### src/rtl/uart_pkg.sv
// Shared UART definitions used by both the transmit and receive paths.
package uart_pkg;

  // Defaults common to the TX and RX sides.
  localparam int unsigned DefDataWidth  = 8;
  localparam int unsigned DefPrescWidth = 6;

  // Parity type encoding as presented on PAR_TYP.
  localparam logic ParEven = 1'b0;
  localparam logic ParOdd  = 1'b1;

  // Transmit frame sequencer states.
  typedef enum logic [2:0] {
    StIdle,
    StStart,
    StData,
    StParity,
    StStop
  } tx_state_e;

endpackage

### src/rtl/uart_tx_bit_timer.sv
// Bit-period timer: counts CLK cycles 0..P-1 and flags the last cycle of each serial bit.
module uart_tx_bit_timer
  import uart_pkg::*;
#(
  parameter int unsigned PRESC_WIDTH = DefPrescWidth
) (
  input  logic                   clk_i,
  input  logic                   rst_i,
  input  logic                   clear_i,
  input  logic                   en_i,
  input  logic [PRESC_WIDTH-1:0] prescale_i,
  output logic                   bit_done_o
);

  logic [PRESC_WIDTH-1:0] count_q, count_d;
  logic [PRESC_WIDTH-1:0] last_cnt;

  // A prescale of zero behaves as one cycle per bit.
  assign last_cnt   = (prescale_i == '0) ? '0 : prescale_i - PRESC_WIDTH'(1);
  assign bit_done_o = en_i && (count_q == last_cnt);

  // Next count: wrap at period end, hold at zero whenever the transmitter is idle.
  always_comb begin
    count_d = count_q;
    if (clear_i || !en_i) begin
      count_d = '0;
    end else if (bit_done_o) begin
      count_d = '0;
    end else begin
      count_d = count_q + PRESC_WIDTH'(1);
    end
  end

  // Counter register with synchronous reset.
  always_ff @(posedge clk_i) begin
    if (rst_i) begin
      count_q <= '0;
    end else begin
      count_q <= count_d;
    end
  end

endmodule

### src/rtl/uart_tx_frame.sv
// UART transmitter: start bit, LSB-first data, optional parity, stop bit.
module uart_tx_frame
  import uart_pkg::*;
#(
  parameter int unsigned DATA_WIDTH  = DefDataWidth,
  parameter int unsigned PRESC_WIDTH = DefPrescWidth
) (
  input  logic                   CLK,
  input  logic                   RST,
  input  logic [DATA_WIDTH-1:0]  P_DATA,
  input  logic                   Data_Valid,
  input  logic                   PAR_EN,
  input  logic                   PAR_TYP,
  input  logic [PRESC_WIDTH-1:0] Prescale,
  output logic                   TX_OUT,
  output logic                   Busy
);

  localparam int unsigned     CntW    = (DATA_WIDTH > 1) ? $clog2(DATA_WIDTH) : 1;
  localparam logic [CntW-1:0] LastBit = CntW'(DATA_WIDTH - 1);

  tx_state_e              state_q, state_d;
  logic [DATA_WIDTH-1:0]  data_q;
  logic                   par_en_q;
  logic                   par_typ_q;
  logic [PRESC_WIDTH-1:0] presc_q;
  logic [CntW-1:0]        bit_cnt_q, bit_cnt_d;
  logic                   tx_q, tx_d;
  logic                   busy_q, busy_d;
  logic                   accept;
  logic                   bit_done;

  assign accept = (state_q == StIdle) && Data_Valid;
  assign TX_OUT = tx_q;
  assign Busy   = busy_q;

  // busy_q mirrors state_q != StIdle, so it doubles as the timer enable.
  uart_tx_bit_timer #(
    .PRESC_WIDTH(PRESC_WIDTH)
  ) u_bit_timer (
    .clk_i     (CLK),
    .rst_i     (RST),
    .clear_i   (accept),
    .en_i      (busy_q),
    .prescale_i(presc_q),
    .bit_done_o(bit_done)
  );

  // State register.
  always_ff @(posedge CLK) begin
    if (RST) begin
      state_q <= StIdle;
    end else begin
      state_q <= state_d;
    end
  end

  // Next-state and data bit index; both advance only at a bit-period end.
  always_comb begin
    state_d   = state_q;
    bit_cnt_d = bit_cnt_q;
    unique case (state_q)
      StIdle: begin
        bit_cnt_d = '0;
        if (Data_Valid) state_d = StStart;
      end
      StStart: begin
        if (bit_done) state_d = StData;
      end
      StData: begin
        if (bit_done) begin
          if (bit_cnt_q == LastBit) begin
            bit_cnt_d = '0;
            state_d   = par_en_q ? StParity : StStop;
          end else begin
            bit_cnt_d = bit_cnt_q + CntW'(1);
          end
        end
      end
      StParity: begin
        if (bit_done) state_d = StStop;
      end
      StStop: begin
        if (bit_done) state_d = StIdle;
      end
      default: begin
        state_d   = StIdle;
        bit_cnt_d = '0;
      end
    endcase
  end

  // Output decode from the next state so TX_OUT and Busy come straight from flops.
  always_comb begin
    tx_d   = 1'b1;
    busy_d = (state_d != StIdle);
    unique case (state_d)
      StIdle:   tx_d = 1'b1;
      StStart:  tx_d = 1'b0;
      StData:   tx_d = data_q[bit_cnt_d];
      StParity: tx_d = (^data_q) ^ (par_typ_q == ParOdd);
      StStop:   tx_d = 1'b1;
      default:  tx_d = 1'b1;
    endcase
  end

  // Output and bit-counter registers.
  always_ff @(posedge CLK) begin
    if (RST) begin
      tx_q      <= 1'b1;
      busy_q    <= 1'b0;
      bit_cnt_q <= '0;
    end else begin
      tx_q      <= tx_d;
      busy_q    <= busy_d;
      bit_cnt_q <= bit_cnt_d;
    end
  end

  // Frame configuration captured at acceptance, frozen for the whole frame.
  always_ff @(posedge CLK) begin
    if (RST) begin
      data_q    <= '0;
      par_en_q  <= 1'b0;
      par_typ_q <= ParEven;
      presc_q   <= '0;
    end else if (accept) begin
      data_q    <= P_DATA;
      par_en_q  <= PAR_EN;
      par_typ_q <= PAR_TYP;
      presc_q   <= Prescale;
    end
  end

endmodule
### config.mk
export PLATFORM = sky130hd
export DESIGN_NAME = uart_tx_frame
export DESIGN_NICKNAME = d
export VERILOG_FILES = /design/src/rtl/uart_pkg.sv /design/src/rtl/uart_tx_bit_timer.sv /design/src/rtl/uart_tx_frame.sv
export SDC_FILE = /design/constraint.sdc
export NUM_CORES = 1
export LEC_CHECK = 0
export CAP_MARGIN = 20
export CORE_ASPECT_RATIO = 1.4
export CORE_MARGIN = 2
export CORE_UTILIZATION = 55
export DETAILED_ROUTE_END_ITERATION = 8
export MAX_ROUTING_LAYER = met4
export PLACE_DENSITY = 0.79
export SLEW_MARGIN = 20
export SYNTH_ARGS = -nofsm -noshare
export SYNTH_HDL_FRONTEND = slang
export SYNTH_SLANG_ARGS = --single-unit
### constraint.sdc
create_clock -name CLK -period 4 [get_ports CLK]
set_clock_uncertainty 0.05 [all_clocks]
set_input_delay 0.8 -clock CLK [delete_from_list [all_inputs] [get_ports CLK]]
set_output_delay 0.8 -clock CLK [all_outputs]
set_load 0.05 [all_outputs]
==> results.yml <==
run_status:
  status: "finished clean"
placed_design:
  routabilityCongestion: 0.8709
  dp.cells: 261
  dp_hpwl_um: 2859
  numPortBuffers: 20
critical_path:
  cpPeakStageDelay_ns: 0.66
  worst-path-max-fanout: 13
  critPathLaunchType: "register"
  cp_slowest_cell: "nor4_4"
  cp-end-kind: "register"
  critPathKind: "register to register"
  arrival_ns: 3.55
  crit_buf_inv: 1
  cp_top_family: "simple AND/OR/NAND/NOR gates"
  cp_data_required_time_ns: 4.12
  crit_chain: "inv_1, ha_1, or3b_4, o22ai_1, or4b_4, nor4_4, mux2i_1, o21ai_0, nor2b_1, or3_1"
detailed_routing:
  routed_wl_um: 3890
  drtIter0Drc: 72
  drt_first_pass_iters: 4
  wl_per_cell_um: 14.46
  vias_per_cell: 5.866
  dr_total_vias: 1578
  postRouteAntennaNets: 0
  drc: 0
clock_network:
  cts_tree: "done"
  cts-buffers-inserted: 5
  clk_pin_slew_worst_paths_ns: 0.06
  post-cts-setup-buffer-count: 0
  clock_path_buffers: 2
  htreeDepth: 2
  clk_latency_ns: 0.29
  cts.repair.resized: 0
  cts_root_buffer: "clkbuf_8"
  holdBufCountCts: 0
  clock_sinks: 30
timing:
  maxSlewViolCount: 0
  max_freq_mhz: 291.7
  hold_slack_ns: 0.4325
  hold_violations: 0
  tightestPinTransition_ns: 0.8515
  rsz0062_at_grt: "no"
  min_period_ns: 3.428
  period_share: 0.8570
  setup_violations: 0
  tns_ns: 0
  relSlewSlack: 0.4306
power:
  power_uw: 733.9
  irDropWorstVdd_v: 0.0002392
  power_frac_seq: 0.457
  p_sw_frac: 0.2847
  power.leakage_uw: 0.0007282
  p_clk_frac: 0.341
  power_switching_uw: 209.0
  pwr-share-comb: 0.202
  p_int_uw: 525.0
  power.density_nw_per_um2: 369.4
min_path:
  hp-class: "register to register"
layout:
  finalNonFillerCells: 269
  fillCellCount: 256
  area.growth.synth_to_final_pct: 16.42
  drive_gt1_frac: 0.07328
  diodes: 0
  nets: 254
  utilization: 0.6836
yosys:
  synth.distinct_cells: 47
  synth_edf_count: 0
  avgSynthCellArea_um2: 7.938
  ys_seq_elements: 30
  yosysSeqAreaShare: 0.3519
  yosysWarnings: 0
  synthCells: 215
  synth_ff_type: "dfxtp_1"
  async_flop_share: 0
  syn_area_um2: 1707
  syn_nets: 238
global_routing:
  grt_pass1_vias: 1501
  grt_overflow: 0
  grt_max_degree: 25
  grt_first_pass_wirelength_um: 6506
  antenna_found_initial: 0
  grt_usage: 0.2496
floorplanning:
  die_w_um: 51.08
  dieArea_um2: 3571
  die-height_um: 69.91
  row_count: 23
  core_area_um2: 2907
  initial_core_util: 0.5872
  io_pins: 21
run:
  maxCapViolations: 0
==> path summary, 6_finish.rpt <==
path / slack, ns / to / startpoint / depth (start not counted)
max reg2reg: 0.57 / Busy / presc_q[0] / 10
max: 0.57 / Busy / presc_q[0] / 10
min: 0.43 / u_bit_timer.count_q[0] / u_bit_timer.count_q[0] / 1
min reg2reg: 0.43 / u_bit_timer.count_q[0] / u_bit_timer.count_q[0] / 1
==> sequential cells by signal (all words and copies together) (netlist names) <==
signal and flops:
data_q 8, presc_q 6, u_bit_timer.count_q 6, bit_cnt_q 3, state_q 3, Busy 1
TX_OUT 1, par_en_q 1, par_typ_q 1
==> stage by stage <==
step | cell area (um^2) | setup slack (ns)
after floorplan | 1707 | 1.162
after global placement | 1896 | 0.7487
after detailed placement | 1896 | 0.5721
after CTS | 1987 | 0.5629
after global routing | 1987 | 0.3546
final | 1987 | 0.5720
==> logic make-up after synthesis <==
family / Yosys count / share of synthesized area
AOI/OAI and AO/OA: 46 / 0.1701
xor gates and xnor gates: 16 / 0.08211
adders and majority gates: 4 / 0.02933
buffers and inverters: 18 / 0.04912
DFF: 30 / 0.3519
muxes: 1 / 0.005865
and+or+nand+nor: 100 / 0.3116
==> routing by layer <==
metal | global-route usage | vias to the layer above | wire length (um)
li1 | - | 787 | -
met1 | 0.2345 | 741 | 1452
met2 | 0.4473 | 37 | 2169
met3 | 0.06197 | 13 | 138
met4 | 0.1351 | 0 | 129
met5 | - | - | 0
==> worst register-to-register path: stages, from the launching register on <==
cell and delay [ns]:
dfxtp_1 0.42, inv_1 0.09, ha_1 0.25, or3b_4 0.27, o22ai_1 0.08, or4b_4 0.55, nor4_4 0.66, mux2i_1 0.24
o21ai_0 0.12, nor2b_1 0.22, or3_1 0.38
==> layout make-up <==
class	count	area, um^2	area share
tap	37	46.29	0.02330
inverter	7	26.28	0.01322
clock inverter	1	5.005	0.002519
timing repair buffer	20	200.2	0.1008
sequential	30	600.6	0.3023
multi-input combinational	167	1022	0.5145
clock buffer	7	86.33	0.04345
==> power groups by stage <==
| stage | Combinational, uW | Clock, uW | Sequential [uW] |
|---|---|---|---|
| finish | 149 | 250 | 335 |
| global route | 163 | 270 | 338 |
| CTS | 149 | 256 | 335 |
| detailed placement | 148 | 0 | 342 |
| global placement | 142 | 0 | 340 |
| floorplan | 109 | 0 | 340 |
==> placed cells by master, fill, tap and decap left out, drive strengths merged, types with 4 or more instances in the layout <==
cell type,Yosys,layout
dfxtp,30,30
nand2,37,37
o21ai,7,7
ha,4,4
nor2b,4,4
a21oi,19,19
nand3,14,14
nor2,17,17
clkdlybuf4s50,0,20
xnor2,11,11
xor2,5,5
inv,7,7
clkbuf,8,7
==> synthesized netlist by cell type (2+ instances only) <==
cell,instances,area [um^2]
a32oi_1,3,26.28
clkbuf_1,8,30.03
ha_1,4,50.05
a21oi_1,19,95.09
buf_6,2,22.52
xnor2_1,11,96.34
nor3_1,2,10.01
nand2_1,37,138.9
o21bai_1,2,15.01
o21ai_0,7,35.03
xor2_1,5,43.79
and3_1,3,18.77
o22ai_1,2,12.51
nor3b_1,3,22.52
nor2b_1,4,25.02
nand3b_1,3,22.52
nor2_1,17,63.81
inv_1,7,26.28
or4_2,2,17.52
or3_1,2,12.51
a31oi_1,2,12.51
dfxtp_1,30,600.6
nand3_1,14,70.07
nand2b_1,3,18.77
Power figures use the tool's default switching activity.
